<file path="config.mk">
export PLATFORM = sky130hd
export DESIGN_NAME = sw_input_ctrl
export DESIGN_NICKNAME = d
export VERILOG_FILES = /design/src/rtl/sw_input_ctrl.sv
export SDC_FILE = /design/constraint.sdc
export NUM_CORES = 1
export LEC_CHECK = 0
export ABC_AREA = 1
export BUFFER_PORTS_ARGS = -buffer_cell sky130_fd_sc_hd__buf_4
export CAP_MARGIN = 20
export CORE_AREA = 10 10 182 184
export CTS_BUF_LIST = sky130_fd_sc_hd__clkbuf_2 sky130_fd_sc_hd__clkbuf_4 sky130_fd_sc_hd__clkbuf_8
export DETAILED_ROUTE_END_ITERATION = 10
export DIE_AREA = 0 0 192 194
export GPL_TIMING_DRIVEN = 1
export SKIP_LAST_GASP = 1
export SLEW_MARGIN = 40
export SYNTH_ARGS = -nofsm -noshare
export SYNTH_HDL_FRONTEND = slang
export SYNTH_HIERARCHICAL = 1
export SYNTH_SLANG_ARGS = --single-unit
</file>
<file path="constraint.sdc">
create_clock -name clk -period 2.15 [get_ports clk]
set_input_delay 0.1075 -clock clk [delete_from_list [all_inputs] [get_ports clk]]
set_output_delay 0.1075 -clock clk [all_outputs]
set_load 0.02 [all_outputs]
</file>
<file path="src/rtl/sw_input_ctrl.sv">
// sw_input_ctrl: memory-mapped switch input peripheral.
// Two-FF synchroniser, tick-sampled 3-deep debounce, and sticky rise/fall
// edge registers with write-1-to-clear. The CPU reads them through a
// dmem-style cs/rena/wena port.
// Optional feature macro: SWIN_IRQ_EN (adds the addr 3 mask register and a
// registered level irq). When the macro is undefined, irq is tied low.

// One switch bit: synchroniser, debounce sampler, stable level, sticky edges.
module sw_input_lane (
  input  logic clk,
  input  logic rst,
  input  logic tick_i,
  input  logic sw_i,
  input  logic rise_clr_i,
  input  logic fall_clr_i,
  output logic stable_o,
  output logic rise_o,
  output logic fall_o
);
  logic [1:0] sync_q;
  logic [2:0] smp_q, smp_d;
  logic       stable_q, stable_d;
  logic       rise_q, rise_d;
  logic       fall_q, fall_d;
  logic       accept;

  // Next-state: shift on tick, accept three agreeing samples; a set beats a clear.
  always_comb begin
    smp_d    = tick_i ? {smp_q[1:0], sync_q[1]} : smp_q;
    accept   = tick_i && ((smp_d == 3'b111) || (smp_d == 3'b000)) &&
               (smp_d[0] != stable_q);
    stable_d = accept ? smp_d[0] : stable_q;
    rise_d   = (accept &&  smp_d[0]) | (rise_q & ~rise_clr_i);
    fall_d   = (accept && !smp_d[0]) | (fall_q & ~fall_clr_i);
  end

  // State registers; reset discards any partially debounced history.
  always_ff @(posedge clk or negedge rst) begin
    if (!rst) begin
      sync_q   <= '0;
      smp_q    <= '0;
      stable_q <= 1'b0;
      rise_q   <= 1'b0;
      fall_q   <= 1'b0;
    end else begin
      sync_q   <= {sync_q[0], sw_i};
      smp_q    <= smp_d;
      stable_q <= stable_d;
      rise_q   <= rise_d;
      fall_q   <= fall_d;
    end
  end

  assign stable_o = stable_q;
  assign rise_o   = rise_q;
  assign fall_o   = fall_q;
endmodule

module sw_input_ctrl #(
  parameter int WIDTH           = 16,
  parameter int DEBOUNCE_CYCLES = 100000,
  parameter int CNT_W           = 17
) (
  input  logic             clk,
  input  logic             rst,
  input  logic [WIDTH-1:0] sw,
  input  logic             cs,
  input  logic             rena,
  input  logic             wena,
  input  logic [1:0]       addr,
  input  logic [31:0]      wdata,
  output logic [31:0]      rdata,
  output logic             irq
);
  logic [CNT_W-1:0] cnt_q, cnt_d;
  logic             tick;
  logic             wr;
  logic [WIDTH-1:0] stable, rise, fall;
  logic [WIDTH-1:0] rise_clr, fall_clr;
  logic [31:0]      mask_rd;
  logic             unused_wdata;

  assign tick         = (cnt_q == CNT_W'(DEBOUNCE_CYCLES - 1));
  assign wr           = cs & wena;
  assign rise_clr     = (wr && addr == 2'd1) ? wdata[WIDTH-1:0] : '0;
  assign fall_clr     = (wr && addr == 2'd2) ? wdata[WIDTH-1:0] : '0;
  assign unused_wdata = ^wdata;

  // Prescaler next count: wrap to zero on the tick cycle.
  always_comb cnt_d = tick ? '0 : cnt_q + CNT_W'(1);

  // Prescaler register; free-running, independent of bus activity.
  always_ff @(posedge clk or negedge rst) begin
    if (!rst) cnt_q <= '0;
    else      cnt_q <= cnt_d;
  end

  sw_input_lane u_lane [WIDTH-1:0] (
    .clk       (clk),
    .rst       (rst),
    .tick_i    (tick),
    .sw_i      (sw),
    .rise_clr_i(rise_clr),
    .fall_clr_i(fall_clr),
    .stable_o  (stable),
    .rise_o    (rise),
    .fall_o    (fall)
  );

`ifdef SWIN_IRQ_EN
  logic [WIDTH-1:0] mask_q, mask_d;
  logic             irq_q, irq_d;

  // Mask write and irq level from the currently held edges.
  always_comb begin
    mask_d = (wr && addr == 2'd3) ? wdata[WIDTH-1:0] : mask_q;
    irq_d  = |((rise | fall) & mask_q);
  end

  // Mask and registered irq.
  always_ff @(posedge clk or negedge rst) begin
    if (!rst) begin
      mask_q <= '0;
      irq_q  <= 1'b0;
    end else begin
      mask_q <= mask_d;
      irq_q  <= irq_d;
    end
  end

  assign mask_rd = 32'(mask_q);
  assign irq     = irq_q;
`else
  assign mask_rd = 32'h0;
  assign irq     = 1'b0;
`endif

  // Combinational read mux; zero when not selected, no side effects.
  always_comb begin
    rdata = 32'h0;
    if (cs && rena) begin
      case (addr)
        2'd0:    rdata = 32'(stable);
        2'd1:    rdata = 32'(rise);
        2'd2:    rdata = 32'(fall);
        default: rdata = mask_rd;
      endcase
    end
  end
endmodule
</file>
==> summary.md, run 1 <==
| Metric | Value |
|---|---|
| Run status | finished, final reports clean |
| Async S/R FF share, synth | 1.00 |
| Area grow syn2layout | 28.1% |
| Pre-antenna DRT Iters | 5 |
| Register bit count reported by yosys | 145 |
| Worst path cell trace | ha_2 -> nand2_2 -> inv_2 -> nand2_2 -> nor2_2 -> nand2_2 -> clkinvlp_4 -> buf_6 -> buf_12 -> buf_12 -> inv_8 -> nand2_2 -> nand2_1 -> nand2_1 -> nand2_2 -> nand3_1 -> nand2_1 -> nand2_1 |
| Leakage | 5.73 nW |
| Rel. slew slack | 0.645 |
| Wire length per cell | 11.7 um |
| Post-DP HPWL | 12600 um |
| Clock Tree Buf Depth | 2 |
| GRT Total Usage | 0.0992 |
| Placed cells | 1526 |
| Reg2reg end | u_lane[1]/stable_o |
| CP max FO | 7 |
| Final min period | 2.07 ns |
| Most numerous cell in the Yosys netlist | nand2_1 |
| Synth Area per Inst | 7.94 sq um |
| Cell mode on critical path | nand2_2 |
| Yosys cell types | 20 |
| R2R cell count | 18 |
| Fin util | 0.367 |
| Routed vias/inst | 4.14 |
| First-pass GRT wire length | 30100 um |
| Via Count | 6638 |
| Grt peak-use layer | met2 |
| Die Width | 192 um |
| Clk_skew | 0.0120 ns |
| Setup TNS | 0 ns |
| FF-to-FF Start | cnt_q[1] |
| RD Place Congestion | 0.838 |
| Worst-Margin Slew | 0.532 ns |
| Share of layout cells above drive strength 1 | 0.354 |
| Worst-path clk slew | 0.09 ns |
| Final Hold Fails | 0 |
| Largest net degree at the start of global routing | 53 |
| Final WL | 18700 um |
| Synth Flop Type | dfrtp_1 |
| Hold Crit Depth | 6 |
| Peak supply drop | 0.000325 V |
| Kind of critical path | flop to flop |
| Initial antenna violation count | 0 |
| Worst Min Path Start | wdata[4] |
| Area share of the leading cell type in the synthesized netlist | 0.431 |
| FMAX | 0.483 GHz |
| Total of max-cap violations | 0 |
| Full die area | 37200 sq um |
| Most instantiated cells after synthesis | nand2_1, inv_1, nand2_2 |
| Worst Hold Path EP | u_lane[4]/fall_o |
| DRT iter0 DRCs | 334 |
| Final WS setup | 0.0794 ns |
| WP data arrival | 2.43 ns |
| Core area | 29400 sq um |
| RSZ-0062 raised after global routing | yes |
| CP Data Required Time | 2.51 ns |
| Vias in the first global route | 6385 |
| Met2 Usage GRT | 0.160 |
| Placed cell areas | 9520 sq um |
| Fill cells | 3048 |
| I/O Buffers | 54 |
| Clk root buf | clkbuf_8 |
| Final-report max-slew violation count | 0 |
| Row count | 63 |
| Num Clock Sinks | 145 |
| CP max stage delay | 0.40 ns |
| Later-pin clock latency in the skew report | 0.46 ns |
| IO Pins | 88 |
| Area leader, netlist | dfrtp_1 |
| Met1 Usage GRT | 0.125 |
| Initial core utilization | 0.287 |
| CP Capture Type | flop |
| Final ANT Viol Nets | 0 |
| Cell Area, Synth | 8420 sq um |
| Dpl ws | 0.102 ns |
| Register area share after synthesis | 0.431 |
| Final setup fails | 0 |
| DRC viols | 0 |
| Num CTS Buffers | 17 |
| Flop2flop setup slack | 0.08 ns |
| Gate Count Post-Synth | 1061 |
| Layout Cells excl Fill | 1603 |
| CTS tree | yes |
| Number of diodes | 0 |
| Final worst path period share | 0.963 |
| Critical-path top delay cell | dfrtp_1 |
| Design Area, Final | 10800 sq um |
| Die height | 194 um |
| Power density over the cells | 548 nW/um^2 |
| Met3 usage | 0.0297 |
| Critical Path Start Type | flop |
| Hold WS | 0.0295 ns |
| Largest cells by area after synthesis | dfrtp_1, nand2_1, nand2_2 |
| H-tree Lvls | 4 |
| Number of synthesized flops with an enable pin | 0 |
| Total global routing overflow | 0 |
| Syn. warnings | 6 |
| Layout net count | 1256 |
| Total power | 5.92 mW |
| Min-Delay Path Class | primary input to flop |
[area by class of cell]
type                            count  area (sq um)  share of cell area
Clock buffer                       22           290              0.0269
Multi-Input combinational cell    718          3930               0.364
Inverter                          175           826              0.0765
Clock inverter                     10           180              0.0167
Sequential cell                   145          3630               0.336
Timing Repair Buffer              143          1450               0.134
Tap cell                          390           488              0.0452
[cell usage in the layout (no fill, tap or decap), types with 16 or more instances in the layout]
master	instances
nand2_2	163
dfrtp_1	145
inv_1	157
nand4_2	16
conb_1	17
buf_4	99
nor2_1	64
dlygate4sd3_1	19
nand4_1	19
nand2_1	301
nand2_4	60
clkbuf_8	20
nand3_1	52
[critical path: cells and delay by family, from the launching register on]
| family | cells | cell delay (ns) |
|---|---|---|
| flip-flops | 1 | 0.40 |
| buffers and inverters | 6 | 0.69 |
| adder cells (fa/ha/maj) | 1 | 0.20 |
| AND/OR/NAND/NOR | 11 | 0.70 |
[how the worst max path moves through the flow]
stage | startpoint | to | slack [ns] | cells past startpoint
after global routing | cnt_q[0] | u_lane[3]/stable_o | -0.06 | 18
after detailed placement | cnt_q[1] | u_lane[1]/stable_o | 0.10 | 17
final | cnt_q[1] | u_lane[1]/stable_o | 0.08 | 18
after CTS | cnt_q[0] | u_lane[10]/stable_o | 0.07 | 17
after floorplan | cnt_q[0] | u_lane[0]/stable_o | 0.004 | 16
after global placement | cnt_q[1] | u_lane[1]/stable_o | 0.12 | 17
[kinds of logic after synthesis]
group / count (synthesis) / synth area share
DFF: 145 / 0.431
AOI/OAI and AO/OA: 6 / 0.00356
and+or+nand+nor: 691 / 0.428
other: 1 / 0.000445
buffers and inverters: 214 / 0.133
xor gates and xnor gates: 3 / 0.00312
adders and majority gates: 1 / 0.00148
[sequential cells by signal, summed over array words and instances, names as in the netlist]
signal	cells
u_lane/stable_o	16
u_lane/sync_q	32
cnt_q	17
u_lane/rise_o	16
u_lane/smp_q	48
u_lane/fall_o	16
[report_power, final]
| group | total (mW) | internal (mW) | switching, mW | leakage (nW) |
|---|---|---|---|---|
| clock network | 2.56 | 1.49 | 1.07 | 0.236 |
| logic | 0.420 | 0.168 | 0.253 | 3.59 |
| registers | 2.93 | 2.86 | 0.0688 | 1.90 |
| total | 5.92 | 4.52 | 1.39 | 5.73 |
[layer usage]
| layer | wire length [um] | up-vias |
|---|---|---|
| met2 | 8990 | 111 |
| met4 | 346 | 0 |
| met3 | 1040 | 21 |
| met1 | 8320 | 3082 |
| li1 | - | 3424 |
| met5 | 0 | - |
[what timing repair did]
action,CTS,global route
hold endpoints to repair,66,0
endpoints found under the setup margin,0,40
buffers inserted,0,20
hold buffers,19,0
resized for setup,0,72
(Power assumes the default switching activity.)
==> inputs of run 2 (changes only) <==
CORE_AREA = 10 10 179 181   (was 10 10 182 184)
DIE_AREA = 0 0 189 191   (was 0 0 192 194)
==> run 2 against run 1 <==
- critical path depth decreased by 1
- total power decreased by 5.7%
- die area decreased by 3.1%
- design area decreased by 4.3%
- hold slack improved by 0.0083 ns
- largest cell class unchanged
- maximum frequency increased by 1.8%
- first-iteration DRC count decreased by 3.3%
- routed wire length decreased by 1.4%
==> summary.md, run 2 (synthesized netlist as in run 1, its figures left out) <==
| Metric | Value |
|---|---|
| Number of diodes | 0 |
| Kind of critical path | flop to flop |
| Clock Tree Buf Depth | 2 |
| Layout Cells excl Fill | 1597 |
| Reg2reg end | u_lane[4]/stable_o |
| CP Capture Type | flop |
| Top Registers | u_lane/smp_q (48), u_lane/sync_q (32), cnt_q (17) |
| Most frequent cells in the layout | nand2_1, inv_1, nand2_2 |
| Met1 Usage GRT | 0.127 |
| Num Clock Sinks | 145 |
| Worst path bufs/invs | 5 |
| Critical Path Start Type | flop |
| Clk_skew | 0.0138 ns |
| CP Data Required Time | 2.50 ns |
| Run status | finished, final reports clean |
| CP max FO | 7 |
| Later-pin clock latency in the skew report | 0.46 ns |
| Peak supply drop | 0.000296 V |
| Placed cell areas | 9540 sq um |
| Final WL | 18400 um |
| RSZ-0062 raised after global routing | yes |
| Fill cells | 2979 |
| Worst path depth | 17 |
| Num CTS Buffers | 17 |
| Via Count | 6595 |
| Die Width | 189 um |
| Setup TNS | 0 ns |
| IO Pins | 88 |
| Final Hold Fails | 0 |
| Sequential share of power | 0.526 |
| Routed vias/inst | 4.13 |
| Design Area, Final | 10300 sq um |
| Final-report max-slew violation count | 0 |
| Dpl ws | 0.0564 ns |
| Clk root buf | clkbuf_8 |
| Initial core utilization | 0.296 |
| Combinational share of power | 0.076 |
| Setup crit end | u_lane[4]/stable_o |
| Flop2flop setup slack | 0.12 ns |
| FF-to-FF Start | cnt_q[1] |
| Cell mode on critical path | nand2_1 |
| Wire length per cell | 11.5 um |
| Met3 usage | 0.0233 |
| Fin util | 0.363 |
| Worst path cell trace | ha_2 -> nand2_1 -> inv_2 -> nand2_1 -> nor2_2 -> nand2_2 -> clkinvlp_4 -> buf_12 -> buf_4 -> clkbuf_16 -> nand2_1 -> nand2_1 -> nand2_1 -> nand2_2 -> nand3_1 -> nand2_1 -> nand2_1 |
| WP data arrival | 2.38 ns |
| Hold WS | 0.0377 ns |
| Core area | 28500 sq um |
| Final ANT Viol Nets | 0 |
| RD Place Congestion | 0.782 |
| Layout net count | 1256 |
| Total global routing overflow | 0 |
| Final WS setup | 0.117 ns |
| Die height | 191 um |
| Sw power | 1.42 mW |
| Worst-path clk slew | 0.09 ns |
| Worst Min Path Start | wdata[10] |
| Full die area | 36100 sq um |
| Top delay family on crit path | simple AND/OR/NAND/NOR gates |
| Most common cell after layout, fill and taps aside | nand2_1 |
| Net Sw Frac | 0.254 |
| Row count | 62 |
| Area grow syn2layout | 22.6% |
| Largest net degree at the start of global routing | 53 |
| DRC viols | 0 |
| First-pass GRT wire length | 30700 um |
| I/O Buffers | 54 |
| Min-Delay Path Class | primary input to flop |
| Initial antenna violation count | 0 |
| CTS tree | yes |
| Placed cells | 1532 |
| Power density over the cells | 540 nW/um^2 |
| Rel. slew slack | 0.656 |
| Met2 Usage GRT | 0.176 |
| Cell Int Power | 4.16 mW |
| Final worst path period share | 0.946 |
| Max FFs per register | 48 |
| CP max stage delay | 0.37 ns |
| Final min period | 2.03 ns |
| Top reg by flops | u_lane/smp_q |
| Final setup fails | 0 |
| Clock power share | 0.398 |
| Crit path from | cnt_q[1] |
| Total of max-cap violations | 0 |
| Total power | 5.58 mW |
| Leakage | 5.63 nW |
| Grt peak-use layer | met2 |
| Post-DP HPWL | 12900 um |
| DRT iter0 DRCs | 323 |
| R2R cell count | 17 |
| Vias in the first global route | 6560 |
| H-tree Lvls | 4 |
| FMAX | 0.492 GHz |
| Pre-antenna DRT Iters | 6 |
| Worst-Margin Slew | 0.516 ns |
| Share of layout cells above drive strength 1 | 0.321 |
| GRT Total Usage | 0.103 |
| Critical-path top delay cell | dfrtp_1 |
run 2: changes by cell type in the layout (fill, tap and decap cells not counted), sizes merged:
cell         delta
buf             +2
clkinvlp        +1
inv            +10
clkinv          -6
bufinv          -3
dlygate4sd3     +2
clkbuf          -6
run 2: worst min path at each step:
stage,endpoint,cells past startpoint
5_1_grt,u_lane[10]/rise_o,6
6_report,u_lane[10]/rise_o,6
4_1_cts,u_lane[11]/fall_o,6
3_3_place_gp,cnt_q[14],1
2_1_floorplan,cnt_q[0],0
3_5_place_dp,cnt_q[12],1
run 2: power groups by stage:
stage / Combinational (mW) / Clock, mW / Sequential [mW]
6_report: 0.426 / 2.22 / 2.93
5_1_grt: 0.489 / 2.42 / 2.95
4_1_cts: 0.436 / 2.30 / 2.93
3_5_place_dp: 0.404 / 0 / 2.98
3_3_place_gp: 0.396 / 0 / 2.98
2_1_floorplan: 0.229 / 0 / 2.97
run 2: tightest hold or removal path: stages:
cell and delay [ns]:
buf_4 0.08, inv_1 0.05, nor2_1 0.09, inv_1 0.04, nand2_1 0.05, nand2_1 0.04
run 2: metal layers:
layer  vias to the layer above  share of wire
li1                       3424              -
met1                      3057           0.47
met2                        96           0.48
met3                        18          0.038
met4                         0          0.012
met5                         -              0
run 2: layout make-up:
type,instances,area [sq um],area share
multi-input combinational,718,3750,0.363
sequential,145,3630,0.351
timing repair buffer,143,1290,0.125
inverter,175,781,0.0756
tap,384,480,0.0465
clock buffer,20,275,0.0266
clock inverter,12,133,0.0128
run 2: timing repair:
action	4_1_cts	5_1_grt
resized for setup	0	3
setup endpoints to repair	0	47
buffers inserted	0	8
hold buffers	21	0
endpoints found under the hold margin	69	0
==> inputs of run 3 (changes only) <==
PLACE_DENSITY_LB_ADDON = 0.25   (was unset)
==> run 3 against run 2 <==
- first-iteration DRC count fell by 16%
- non-clock buffer count grew 5
- critical endpoint is now u_lane[13]/stable_o
- flip-flop and latch count unchanged
- die area is the same
- critical path type unchanged
==> summary.md, run 3 (synthesized netlist as in run 1, its figures left out) <==
| Metric | Value |
|---|---|
| Pre-antenna DRT Iters | 5 |
| Core area | 28500 sq um |
| Routed vias/inst | 4.04 |
| Total global routing overflow | 0 |
| Final worst path period share | 0.957 |
| Area grow syn2layout | 24.7% |
| R2R cell count | 17 |
| Num CTS Buffers | 17 |
| Leakage | 5.70 nW |
| Most frequent cells in the layout | nand2_1, nand2_2, inv_1 |
| I/O Buffers | 54 |
| WP data arrival | 2.40 ns |
| Fill cells | 2977 |
| Die Width | 189 um |
| FF-to-FF Start | cnt_q[1] |
| Fin util | 0.369 |
| RD Place Congestion | 0.772 |
| CP Capture Type | flop |
| FMAX | 0.486 GHz |
| Share of layout cells above drive strength 1 | 0.341 |
| Power density over the cells | 526 nW/um^2 |
| H-tree Lvls | 4 |
| Clock power share | 0.393 |
| Top delay family on crit path | simple AND/OR/NAND/NOR gates |
| Hold Crit Depth | 6 |
| Num Clock Sinks | 145 |
| RSZ-0062 raised after global routing | yes |
| Worst-Margin Slew | 0.657 ns |
| Worst-path clk slew | 0.09 ns |
| Clock Tree Buf Depth | 2 |
| Reg2reg end | u_lane[13]/stable_o |
| Final WS setup | 0.0931 ns |
| Design Area, Final | 10500 sq um |
| First-pass GRT wire length | 30400 um |
| Total of max-cap violations | 0 |
| Critical-path top delay cell | dfrtp_1 |
| Sequential share of power | 0.530 |
| Final ANT Viol Nets | 0 |
| DRC viols | 0 |
| Worst path cell trace | ha_2 -> nand2_2 -> inv_2 -> nand2_2 -> nor2_2 -> nand2_2 -> clkinvlp_4 -> buf_12 -> buf_16 -> inv_8 -> nand2_2 -> nand2_2 -> nand2_2 -> nand2_2 -> nand3_1 -> nand2_1 -> nand2_1 |
| Final Hold Fails | 0 |
| Clk_skew | 0.0146 ns |
| Max FFs per register | 48 |
| Layout net count | 1261 |
| Wire length per cell | 11.6 um |
| Dpl ws | 0.0569 ns |
| Vias in the first global route | 6319 |
| Final setup fails | 0 |
| Combinational share of power | 0.076 |
| Initial core utilization | 0.296 |
| Cell Int Power | 4.11 mW |
| Total power | 5.53 mW |
| Rel. slew slack | 0.562 |
| CP Data Required Time | 2.50 ns |
| Critical Path Start Type | flop |
| Placed cell areas | 9580 sq um |
| Peak supply drop | 0.000385 V |
| CTS tree | yes |
| Kind of critical path | flop to flop |
| Final-report max-slew violation count | 0 |
| Full die area | 36100 sq um |
| Later-pin clock latency in the skew report | 0.45 ns |
| Clk root buf | clkbuf_8 |
| Largest net degree at the start of global routing | 65 |
| Row count | 62 |
| Cell mode on critical path | nand2_2 |
| IO Pins | 88 |
| Most common cell after layout, fill and taps aside | nand2_1 |
| Final min period | 2.06 ns |
| Run status | finished, final reports clean |
| Worst Min Path Start | wdata[13] |
| Worst Hold Path EP | u_lane[13]/fall_o |
| CP max stage delay | 0.40 ns |
| Sw power | 1.42 mW |
| Initial antenna violation count | 0 |
| Min-Delay Path Class | primary input to flop |
| Via Count | 6477 |
| Flop2flop setup slack | 0.09 ns |
| Post-DP HPWL | 12600 um |
| CP max FO | 15 |
| Net Sw Frac | 0.257 |
| Number of diodes | 0 |
| Die height | 191 um |
| Final WL | 18600 um |
| DRT iter0 DRCs | 271 |
| Top reg by flops | u_lane/smp_q |
| GRT Total Usage | 0.103 |
| Top Registers | u_lane/smp_q (48), u_lane/sync_q (32), cnt_q (17) |
| Worst path bufs/invs | 5 |
==> run 3: worst max path at each step <==
stage / startpoint / to / cells past startpoint
after floorplan: cnt_q[0] / u_lane[0]/stable_o / 16
after global placement: cnt_q[1] / u_lane[5]/stable_o / 15
after detailed placement: cnt_q[1] / u_lane[5]/stable_o / 15
after CTS: cnt_q[1] / u_lane[5]/stable_o / 15
after global routing: cnt_q[1] / u_lane[13]/stable_o / 17
final: cnt_q[1] / u_lane[13]/stable_o / 17
==> run 3: through the flow <==
step | hold slack (ns) | instances | TNS (ns)
after floorplan | -0.188 | 1077 | 0
after global placement | 0.163 | 1535 | 0
after detailed placement | 0.169 | 1535 | 0
after CTS | 0.00808 | 1584 | 0
after global routing | 0.0401 | 1602 | -0.262
final | 0.0344 | 1602 | 0
==> run 3: repair_timing <==
action / 4_1_cts / 5_1_grt
endpoints found under the hold margin: 74 / 0
hold buffers: 17 / 0
endpoints found under the setup margin: 0 / 42
resized for setup: 0 / 32
setup buffers: 0 / 11
==> run 3: power groups by stage <==
| stage | registers, mW | clock network [mW] | logic, mW |
|---|---|---|---|
| 2_1_floorplan | 2.97 | 0 | 0.229 |
| 3_3_place_gp | 2.98 | 0 | 0.405 |
| 4_1_cts | 2.93 | 2.27 | 0.436 |
| 6_report | 2.93 | 2.17 | 0.423 |
| 3_5_place_dp | 2.98 | 0 | 0.409 |
| 5_1_grt | 2.95 | 2.36 | 0.488 |
==> run 3: worst register-to-register path, stage by stage, from the launching register on <==
cell and delay [ns]:
dfrtp_1 0.40, ha_2 0.21, nand2_2 0.07, inv_2 0.04, nand2_2 0.07, nor2_2 0.04, nand2_2 0.08, clkinvlp_4 0.17
buf_12 0.20, buf_16 0.16, inv_8 0.09, nand2_2 0.05, nand2_2 0.06, nand2_2 0.05, nand2_2 0.08, nand3_1 0.09
nand2_1 0.08, nand2_1 0.05
==> run 3: metal layers <==
metal  track usage  up-vias  share of wire
met1         0.134     2958           0.49
met4        0.0247        0         0.0080
met2         0.166       70           0.47
li1              -     3439              -
met3        0.0264       10          0.033
met5             0        -              0
==> run 3: area by class of cell <==
class	count	area (sq um)	area share
clock buffer	19	255	0.0243
clock inverter	13	139	0.0132
inverter	175	806	0.0767
multi-input combinational	718	3810	0.362
sequential	145	3630	0.345
tap	384	480	0.0457
timing repair buffer	148	1390	0.132
